`src/rtl/mem_access_stage_if.sv`:
```
// rtl/mem_access_stage_if.sv - data-memory req/ack bus between the MEM stage and data memory
// The stage drives the request side (master); the memory answers with ack and read data (slave).
interface mem_access_stage_if #(
    parameter int DATA_WIDTH = 32,
    parameter int ADDR_WIDTH = 32
);
    logic                  memReq;
    logic                  memWe;
    logic [ADDR_WIDTH-1:0] memAddr;
    logic [DATA_WIDTH-1:0] memWdata;
    logic [DATA_WIDTH-1:0] memRdata;
    logic                  memAck;

    modport master (
        output memReq,
        output memWe,
        output memAddr,
        output memWdata,
        input  memRdata,
        input  memAck
    );

    modport slave (
        input  memReq,
        input  memWe,
        input  memAddr,
        input  memWdata,
        output memRdata,
        output memAck
    );
endinterface

```
`src/rtl/mem_access_stage.sv`:
```
// rtl/mem_access_stage.sv - MEM pipeline stage: one req/ack data access per load/store, stalls upstream
// Optional watchdog abort of a hung access is built when MEM_TIMEOUT_EN is defined.
module mem_access_stage #(
    parameter int DATA_WIDTH     = 32,
    parameter int ADDR_WIDTH     = 32,
    parameter int REG_ADDR_WIDTH = 4,
    parameter int TIMEOUT_CYCLES = 15
) (
    input  logic                      clock,
    input  logic                      reset,
    input  logic [DATA_WIDTH-1:0]     ALUResult_in,
    input  logic                      memRead_in,
    input  logic                      memWrite_in,
    input  logic [1:0]                memToReg_in,
    input  logic [DATA_WIDTH-1:0]     registerFileDataB_in,
    input  logic [REG_ADDR_WIDTH-1:0] registerFileWrite_in,
    input  logic                      regWrite_in,
    input  logic [DATA_WIDTH-1:0]     pcpp_in,
    mem_access_stage_if.master        mem,
    output logic [DATA_WIDTH-1:0]     readData,
    output logic [DATA_WIDTH-1:0]     ALUResult,
    output logic [1:0]                memToReg,
    output logic [REG_ADDR_WIDTH-1:0] registerFileWrite,
    output logic                      regWrite,
    output logic [DATA_WIDTH-1:0]     pcpp,
    output logic                      stall,
    output logic                      memFault
);

    typedef enum logic {IDLE, BUSY} state_t;

    state_t state_q, state_d;
    logic   mem_op;
    logic   issue;
    logic   complete;
    logic   tmo_hit;

    logic                      req_q;
    logic                      we_q;
    logic [ADDR_WIDTH-1:0]     addr_q;
    logic [DATA_WIDTH-1:0]     wdata_q;

    // Pass-through fields of the instruction parked while its access is outstanding
    logic [DATA_WIDTH-1:0]     cap_alu;
    logic [1:0]                cap_m2r;
    logic [REG_ADDR_WIDTH-1:0] cap_rfw;
    logic                      cap_rw;
    logic [DATA_WIDTH-1:0]     cap_pc;

    assign mem_op       = memRead_in | memWrite_in;
    assign mem.memReq   = req_q;
    assign mem.memWe    = we_q;
    assign mem.memAddr  = addr_q;
    assign mem.memWdata = wdata_q;

`ifdef MEM_TIMEOUT_EN
    localparam int CNT_W = $clog2(TIMEOUT_CYCLES + 1);

    logic [CNT_W-1:0] tmo_cnt;
    logic             fault_q;

    // An ack arriving in the same cycle as the limit still wins over the abort
    assign tmo_hit  = (state_q == BUSY) && !mem.memAck && (tmo_cnt == CNT_W'(TIMEOUT_CYCLES));
    assign memFault = fault_q;

    always_ff @(negedge clock or posedge reset) begin
        if (reset) begin
            tmo_cnt <= '0;
            fault_q <= 1'b0;
        end else begin
            if (issue) begin
                tmo_cnt <= '0;
            end else if (state_q == BUSY && !complete) begin
                tmo_cnt <= tmo_cnt + 1'b1;
            end
            if (tmo_hit) begin
                fault_q <= 1'b1;
            end
        end
    end
`else
    assign tmo_hit  = 1'b0;
    assign memFault = 1'b0;
`endif

    always_ff @(negedge clock or posedge reset) begin
        if (reset) begin
            state_q <= IDLE;
        end else begin
            state_q <= state_d;
        end
    end

    always_comb begin
        state_d  = state_q;
        issue    = 1'b0;
        complete = 1'b0;
        case (state_q)
            IDLE: begin
                if (mem_op) begin
                    state_d = BUSY;
                    issue   = 1'b1;
                end
            end
            BUSY: begin
                if (mem.memAck || tmo_hit) begin
                    state_d  = IDLE;
                    complete = 1'b1;
                end
            end
            default: state_d = IDLE;
        endcase
    end

    // Gated by reset so an aborted access releases the pipeline without waiting for an edge
    assign stall = !reset &&
                   (((state_q == IDLE) && mem_op) ||
                    ((state_q == BUSY) && !(mem.memAck || tmo_hit)));

    always_ff @(negedge clock or posedge reset) begin
        if (reset) begin
            req_q             <= 1'b0;
            we_q              <= 1'b0;
            addr_q            <= '0;
            wdata_q           <= '0;
            cap_alu           <= '0;
            cap_m2r           <= '0;
            cap_rfw           <= '0;
            cap_rw            <= 1'b0;
            cap_pc            <= '0;
            readData          <= '0;
            ALUResult         <= '0;
            memToReg          <= '0;
            registerFileWrite <= '0;
            regWrite          <= 1'b0;
            pcpp              <= '0;
        end else if (state_q == IDLE) begin
            if (issue) begin
                req_q    <= 1'b1;
                we_q     <= memWrite_in;
                addr_q   <= ALUResult_in[ADDR_WIDTH-1:0];
                wdata_q  <= registerFileDataB_in;
                cap_alu  <= ALUResult_in;
                cap_m2r  <= memToReg_in;
                cap_rfw  <= registerFileWrite_in;
                cap_rw   <= regWrite_in;
                cap_pc   <= pcpp_in;
                regWrite <= 1'b0;
            end else begin
                readData          <= '0;
                ALUResult         <= ALUResult_in;
                memToReg          <= memToReg_in;
                registerFileWrite <= registerFileWrite_in;
                regWrite          <= regWrite_in;
                pcpp              <= pcpp_in;
            end
        end else begin
            if (complete) begin
                req_q             <= 1'b0;
                readData          <= (we_q || tmo_hit) ? '0 : mem.memRdata;
                ALUResult         <= cap_alu;
                memToReg          <= cap_m2r;
                registerFileWrite <= cap_rfw;
                regWrite          <= cap_rw;
                pcpp              <= cap_pc;
            end else begin
                regWrite <= 1'b0;
            end
        end
    end

endmodule

```
`src/flat_wrapper.sv`:
```
// flat-port wrapper written by rule: the top's interface ports become plain ports
module mem_access_stage_flat 
#(
    parameter int DATA_WIDTH     = 32,
    parameter int ADDR_WIDTH     = 32,
    parameter int REG_ADDR_WIDTH = 4,
    parameter int TIMEOUT_CYCLES = 15
)
  (clock, reset, ALUResult_in, memRead_in, memWrite_in, memToReg_in, registerFileDataB_in, registerFileWrite_in, regWrite_in, pcpp_in, readData, ALUResult, memToReg, registerFileWrite, regWrite, pcpp, stall, memFault, mem_memReq, mem_memWe, mem_memAddr, mem_memWdata, mem_memRdata, mem_memAck);
  mem_access_stage_if #(.DATA_WIDTH(DATA_WIDTH), .ADDR_WIDTH(ADDR_WIDTH)) mem_i ();
  input  logic clock;
  input  logic reset;
  input  logic [DATA_WIDTH-1:0] ALUResult_in;
  input  logic memRead_in;
  input  logic memWrite_in;
  input  logic [1:0] memToReg_in;
  input  logic [DATA_WIDTH-1:0] registerFileDataB_in;
  input  logic [REG_ADDR_WIDTH-1:0] registerFileWrite_in;
  input  logic regWrite_in;
  input  logic [DATA_WIDTH-1:0] pcpp_in;
  output logic [DATA_WIDTH-1:0] readData;
  output logic [DATA_WIDTH-1:0] ALUResult;
  output logic [1:0] memToReg;
  output logic [REG_ADDR_WIDTH-1:0] registerFileWrite;
  output logic regWrite;
  output logic [DATA_WIDTH-1:0] pcpp;
  output logic stall;
  output logic memFault;
  output wire logic [$bits(mem_i.memReq)-1:0] mem_memReq;
  output wire logic [$bits(mem_i.memWe)-1:0] mem_memWe;
  output wire logic [$bits(mem_i.memAddr)-1:0] mem_memAddr;
  output wire logic [$bits(mem_i.memWdata)-1:0] mem_memWdata;
  input wire logic [$bits(mem_i.memRdata)-1:0] mem_memRdata;
  input wire logic [$bits(mem_i.memAck)-1:0] mem_memAck;
  assign mem_memReq = mem_i.memReq;
  assign mem_memWe = mem_i.memWe;
  assign mem_memAddr = mem_i.memAddr;
  assign mem_memWdata = mem_i.memWdata;
  assign mem_i.memRdata = mem_memRdata;
  assign mem_i.memAck = mem_memAck;
  mem_access_stage #(.DATA_WIDTH(DATA_WIDTH), .ADDR_WIDTH(ADDR_WIDTH), .REG_ADDR_WIDTH(REG_ADDR_WIDTH), .TIMEOUT_CYCLES(TIMEOUT_CYCLES)) u_core (.clock(clock), .reset(reset), .ALUResult_in(ALUResult_in), .memRead_in(memRead_in), .memWrite_in(memWrite_in), .memToReg_in(memToReg_in), .registerFileDataB_in(registerFileDataB_in), .registerFileWrite_in(registerFileWrite_in), .regWrite_in(regWrite_in), .pcpp_in(pcpp_in), .mem(mem_i), .readData(readData), .ALUResult(ALUResult), .memToReg(memToReg), .registerFileWrite(registerFileWrite), .regWrite(regWrite), .pcpp(pcpp), .stall(stall), .memFault(memFault));
endmodule
```
`config.mk`:
```
export PLATFORM = sky130hd
export DESIGN_NAME = mem_access_stage_flat
export DESIGN_NICKNAME = d
export VERILOG_FILES = /design/src/rtl/mem_access_stage_if.sv /design/src/rtl/mem_access_stage.sv /design/src/flat_wrapper.sv
export SDC_FILE = /design/constraint.sdc
export NUM_CORES = 1
export LEC_CHECK = 0
export ABC_AREA = 1
export BUFFER_PORTS_ARGS = -buffer_cell sky130_fd_sc_hd__buf_2
export CAP_MARGIN = 20
export CORE_MARGIN = 4
export CORE_UTILIZATION = 40
export CTS_CLUSTER_DIAMETER = 50
export DETAILED_ROUTE_END_ITERATION = 8
export PLACE_DENSITY = 0.71
export RECOVER_POWER = 100
export SLEW_MARGIN = 30
export SYNTH_ARGS = -nofsm -noshare
export SYNTH_HDL_FRONTEND = slang
export SYNTH_SLANG_ARGS = --single-unit
```
`constraint.sdc`:
```
create_clock -name clock -period 6.75 [get_ports clock]
set_clock_uncertainty 0.1 [all_clocks]
set_input_delay 1.35 -clock clock [delete_from_list [all_inputs] [get_ports clock]]
set_output_delay 1.35 -clock clock [all_outputs]
set_load 0.05 [all_outputs]
```
Word-level counts from Yosys, hierarchy flattened
Cells that the tools add are included.
Storage, ports and cells
  bits in registers: 209
  input bits: 140
  output and inout bits: 171
Operators by class
  equality and inequality tests: 2
  multiplexer cells: 28
  bitwise gates (word level): 2
  reduce and logical (&&, ||, !) cells: 10
Operators by type and width (count)
  $mux W32: 10
  $mux W4: 3
  $mux W1: 11
  $mux W2: 3
  $reduce_and A2 Y1: 3
  $logic_and A1 B1 Y1: 3
  $logic_not A1 Y1: 2
  $ne A2 B1 Y1 const B: 1
  $ne A2 B2 Y1 const B: 1
  $pmux W1 S2: 1
  $reduce_bool A2 Y1: 1
  $logic_or A1 B1 Y1: 1
  $not A1 Y1: 1
  $or A1 B1 Y1: 1

Logic depth before layout (Yosys ltp)
Gate-level depths: netlist of the first run.
  word-level depth: 5
  mapped depth: 7

==> qor.yml, run 1 <==
pwr-share-clk_pct: 29.0
outcome: "finished, violations left"
wirelength_um: 24330
final_layout_size_suffix_gt1_share_pct: 14.65
hp-class: "register to register"
slew_headroom_pct: -23.59
synthFlopType: "dfrtn_1"
endpoint: "stall"
irDropWorstVdd_mv: 0.1936
cts_resized: 0
synthDistinctLibCells: 17
vias_per_cell: 4.794
grt_max_degree: 104
power_switching_uw: 1894
portBuffers: 309
cts_made_buffers: 24
postSynthRegisterBits: 209
reg2reg_setup_slack_ns: 4.18
synthTopCellsByArea: "dfrtn_1 59%, nand2_1 16%, o21ai_0 7.4%, nand3_1 5.7%, inv_1 4.5%"
hpwl_um: 16610
setup_viol: 0
grt_use_total_pct: 18.79
synth_common_cells: "382 x nand2_1, 209 x dfrtn_1, 132 x o21ai_0"
cts_tree: "built"
violations: "capacitance limit, slew limit"
ant_nets: 0
htreeDepth: 1
syn-instance-count: 1053
area_growth_pct: 26.05
finalHoldViolations: 0
yosysMostFrequentCell: "nand2_1"
worst_ep_required_time_ns: 5.30
wl_per_cell_um: 14.86
clockBufferDepth: 3
root_buffer: "clkbuf_16"
grt_first_pass_wirelength_um: 38120
fp.dieArea_mm2: 0.02477
antenna_found_initial: 3
rows: 54
placedCellCount: 1596
drtIter0Drc: 485
clock_sinks: 209
arrival_ns: 5.12
synth_top_area_share_pct: 58.60
seq_area_frac_synth_pct: 58.60
antenna_cells: 0
synth_area_per_cell_um2: 8.476
ys_async_sr_fraction_pct: 100.0
slowest_stage: "dfrtn_1"
ioPinCount: 311
maxSlewViolCount: 35
critical-path-max-stage-delay_ns: 0.57
postCtsHoldBufs: 0
clk_pin_slew_ns: 0.04
reg2reg_from: "u_core.state_q"
die_w_um: 157.4
synth-edff-count: 0
ys.warnings.count: 0
maxCapViolations: 2
hold_path_depth: 2
dr.pass1.iters: 6
clk_latency_ns: 0.51
place.gp.congestion: 0.8119
fin_cells: 1638
p_leak_uw: 0.005999
cp-end-kind: "output pin"
worstMarginPinSlew_ns: 1.841
overflow: 0
reg2reg_to: "u_core.memToReg[0]"
holdWs_ns: 0.3295
path_class: "register to output pin"
vias: 7853
nNetsFinal: 1482
initial_core_util_pct: 40.77
rsz0062_at_grt: "false"
path_max_fanout: 4
synth_area_mm2: 0.008925
critPathLaunchType: "register"
drc: 0
path_cells: "inv_2 > nand2_4 > nand2_2 > nor2_1 > clkbuf_2"
p_int_uw: 2670
switching_share_pct: 41.50
grt_pass1_vias: 7550
p_comb_share_pct: 33.4
synthesis.nets: 1193
p_seq_share_pct: 37.6
powerDensity_mw_per_mm2: 405.7
yosysTopAreaCell: "dfrtn_1"
die_h_um: 157.4
post-cts-setup-buffers: 0
core_area_mm2: 0.02189
r2r_cells: 5
cp-startpoint: "u_core.state_q"
-- layout make-up --
cell class / count / area (um^2)
clock buffer: 37 / 740.7
clock inverter: 5 / 82.58
fill: 2153 / 10640
inverter: 108 / 406.6
multi-input combinational: 666 / 2873
sequential: 209 / 5230
tap: 280 / 350.3
timing repair buffer: 333 / 1567
-- cells by family after synthesis --
family	share of synthesized area (%)
buffers and inverters	9.281
other	0.04202
DFF	58.60
and+or+nand+nor	22.08
AOI/OAI and AO/OA	9.996
-- how the worst min path moves through the flow --
stage	startpoint	slack, ns	end
6_report	u_core.mem.memWdata[9]	0.33	u_core.mem.memWdata[9]
5_1_grt	u_core.cap_pc[21]	0.35	u_core.cap_pc[21]
4_1_cts	u_core.mem.memWdata[9]	0.33	u_core.mem.memWdata[9]
3_5_place_dp	u_core.mem.memWdata[9]	0.33	u_core.mem.memWdata[9]
3_3_place_gp	u_core.mem.memWdata[0]	0.32	u_core.mem.memWdata[0]
2_1_floorplan	u_core.cap_pc[27]	0.31	u_core.cap_pc[27]
-- state kept, by name (all words and copies together) (netlist names) --
name and flops:
u_core.mem.memWdata 32, u_core.readData 32, u_core.cap_alu 32, u_core.memToReg 2, u_core.registerFileWrite 4, u_core.regWrite 1
u_core.mem.memReq 1, u_core.state_q 1, u_core.pcpp 32, u_core.cap_pc 32, u_core.cap_rw 1, u_core.mem.memWe 1
u_core.ALUResult 32, u_core.cap_rfw 4, u_core.cap_m2r 2
-- critical path: cells and delay by family, from the launching register on --
kind                   cells  cell delay, ns
DFF                        1            0.57
buffers and inverters      2            0.38
and+or+nand+nor            3            0.28
-- power by group through the flow --
stage / sequential (uW) / combinational [uW] / clock (uW)
3_3_place_gp: 1720 / 1600 / 0
3_5_place_dp: 1720 / 1620 / 0
2_1_floorplan: 2490 / 414 / 0
5_1_grt: 1750 / 1640 / 1420
4_1_cts: 1710 / 1620 / 1360
6_report: 1720 / 1520 / 1320
-- layer usage --
metal	vias up	routed length (um)	track usage, %
met5	-	35	0
met4	6	425	3.851
met3	38	1836	4.179
met2	277	11720	32.40
met1	3654	10310	24.51
li1	3878	-	-
-- metrics by stage --
stage / utilization [%] / setup WS [ns] / instance area [um^2] / setup TNS, ns / total power (uW)
floorplan: - / -0.6563 / 8929 / -137.17 / 2905
global placement: 49.09 / 0.6019 / 10750 / 0 / 3314
detailed placement: 49.11 / 0.6221 / 10750 / 0 / 3343
CTS: 52.87 / 0.1394 / 11570 / 0 / 4688
global route: 51.39 / 0.06952 / 11250 / 0 / 4806
finish: 51.39 / 0.1776 / 11250 / 0 / 4564
-- cells in the final DEF (no fill, tap or decap), types with 3 or more instances in the layout --
master	netlist	final
o21ai_0	132	167
nand3_1	102	102
buf_2	26	137
nand2_1	382	381
clkbuf_8	0	7
buf_4	14	3
buf_12	0	7
clkbuf_1	20	181
clkbuf_2	0	9
clkbuf_16	0	25
inv_1	107	106
dfrtn_1	209	209
o21ai_1	42	8
(Power assumes the default switching activity.)
==> run 2: changes to the inputs <==
--- a/config.mk
+++ b/config.mk
@@ -6,14 +6,13 @@
 export NUM_CORES = 1
 export LEC_CHECK = 0
 export ABC_AREA = 1
-export BUFFER_PORTS_ARGS = -buffer_cell sky130_fd_sc_hd__buf_2
+export BUFFER_PORTS_ARGS = -buffer_cell sky130_fd_sc_hd__clkbuf_2
 export CAP_MARGIN = 20
 export CORE_MARGIN = 4
 export CORE_UTILIZATION = 40
 export CTS_CLUSTER_DIAMETER = 50
 export DETAILED_ROUTE_END_ITERATION = 8
 export PLACE_DENSITY = 0.71
-export RECOVER_POWER = 100
 export SLEW_MARGIN = 30
 export SYNTH_ARGS = -nofsm -noshare
 export SYNTH_HDL_FRONTEND = slang
==> qor.yml, run 2 (synthesized netlist as in run 1, its figures left out) <==
fin_cells: 1633
finalHoldViolations: 0
portBuffers: 309
maxCapViolations: 0
wirelength_um: 24160
cts_resized: 0
dp_slack_ns: 0.6034
p_comb_share_pct: 34.3
timing.final.ws_setup_ns: 0.2013
hp-class: "register to register"
antenna_found_initial: 2
grt_max_degree: 104
p_int_uw: 2691
die_h_um: 157.4
postCtsHoldBufs: 0
dr.pass1.iters: 6
vias_per_cell: 4.744
layout_common_cells: "381 x nand2_1, 309 x clkbuf_2, 209 x dfrtn_1"
p_leak_uw: 0.006564
outcome: "finished clean"
final_layout_size_suffix_gt1_share_pct: 27.74
clockBufferDepth: 3
powerDensity_mw_per_mm2: 402.4
area_growth_pct: 28.64
path_cells: "inv_2 > nand2_4 > nand2_2 > nor2_1 > clkbuf_2"
die_w_um: 157.4
cts_made_buffers: 26
drc: 0
slew_headroom_pct: 37.58
worst_ep_required_time_ns: 5.30
ioPinCount: 311
overflow: 0
worstMarginPinSlew_ns: 0.9364
slowest_stage: "dfrtn_1"
place.gp.congestion: 0.7951
pwr-share-clk_pct: 28.5
clk_pin_slew_ns: 0.04
path_class: "register to output pin"
grt_pass1_vias: 7431
final_common_cell: "nand2_1"
rows: 54
maxSlewViolCount: 0
irDropWorstVdd_mv: 0.2265
root_buffer: "clkbuf_16"
ant_nets: 0
drtIter0Drc: 484
initial_core_util_pct: 40.77
hpwl_um: 15840
path_max_fanout: 5
finalPower_uw: 4620
power_switching_uw: 1929
switching_share_pct: 41.75
placedCellCount: 1588
rsz0062_at_grt: "false"
nNetsFinal: 1476
clock_sinks: 209
setup_viol: 0
arrival_ns: 5.10
grt_first_pass_wirelength_um: 38030
htreeDepth: 1
core_area_mm2: 0.02189
grt_use_total_pct: 18.68
cts_tree: "built"
post-cts-setup-buffers: 0
cp-end-kind: "output pin"
fp.dieArea_mm2: 0.02477
p_seq_share_pct: 37.2
stdcell_area_mm2: 0.01148
critPathLaunchType: "register"
critical-path-max-stage-delay_ns: 0.51
dpl_cell_area_mm2: 0.01065
wl_per_cell_um: 14.80
vias: 7747
clk_latency_ns: 0.52
run 2: changes by cell type in the layout (fill, tap and decap cells not counted), sizes merged:
cell | previous run | this run
dlymetal6s4s | 1 | 0
clkbuf | 222 | 343
diode | 0 | 1
clkinvlp | 1 | 2
bufinv | 2 | 0
clkinv | 2 | 8
buf | 147 | 16
run 2: power by group through the flow:
stage	Sequential, uW	Combinational, uW	Clock (uW)
after CTS	1720	1600	1350
final	1720	1580	1320
after floorplan	2490	414	0
after global routing	1750	1700	1410
after detailed placement	1730	1600	0
after global placement	1730	1580	0
run 2: routing by layer:
metal	GRT usage [%]	vias to the layer above	share of wire, %
li1	-	3874	-
met1	24.66	3532	42
met2	31.10	288	47
met3	4.317	49	7.8
met4	5.121	4	2.9
met5	0	-	0.11
run 2: final cells by class:
cell class / count / area, um^2
tap: 280 / 350.3
sequential: 209 / 5230
multi-input combinational: 666 / 2884
clock buffer: 34 / 762.0
fill: 2039 / 10410
timing repair buffer: 325 / 1779
inverter: 108 / 409.1
clock inverter: 10 / 63.81
antenna: 1 / 2.502
run 2: per-stage QoR:
stage	setup TNS (ns)	hold WS [ns]	util, %
after floorplan	-137.17	0.3134	-
after global placement	0	0.3255	48.64
after detailed placement	0	0.3343	48.66
after CTS	0	0.3356	52.43
after global routing	0	0.3549	52.43
final	0	0.3303	52.45
run 2: worst paths after layout:
check / startpoint / end / slack, ns / cells past startpoint
hold reg to reg: u_core.cap_pc[0] / u_core.cap_pc[0] / 0.33 / 2
max in group asynchronous: reset / u_core.readData[20] / 1.75 / 3
hold / removal: u_core.cap_pc[0] / u_core.cap_pc[0] / 0.33 / 2
setup reg to reg: u_core.state_q / u_core.memToReg[0] / 4.22 / 5
min in group asynchronous: reset / u_core.pcpp[10] / 4.02 / 2
setup / recovery: u_core.state_q / stall / 0.20 / 5
run 2: critical path, delay by kind of cell, from the launching register on:
kind | cells | cell delay [ns]
simple gates | 3 | 0.27
buf+inv | 2 | 0.41
flops | 1 | 0.51
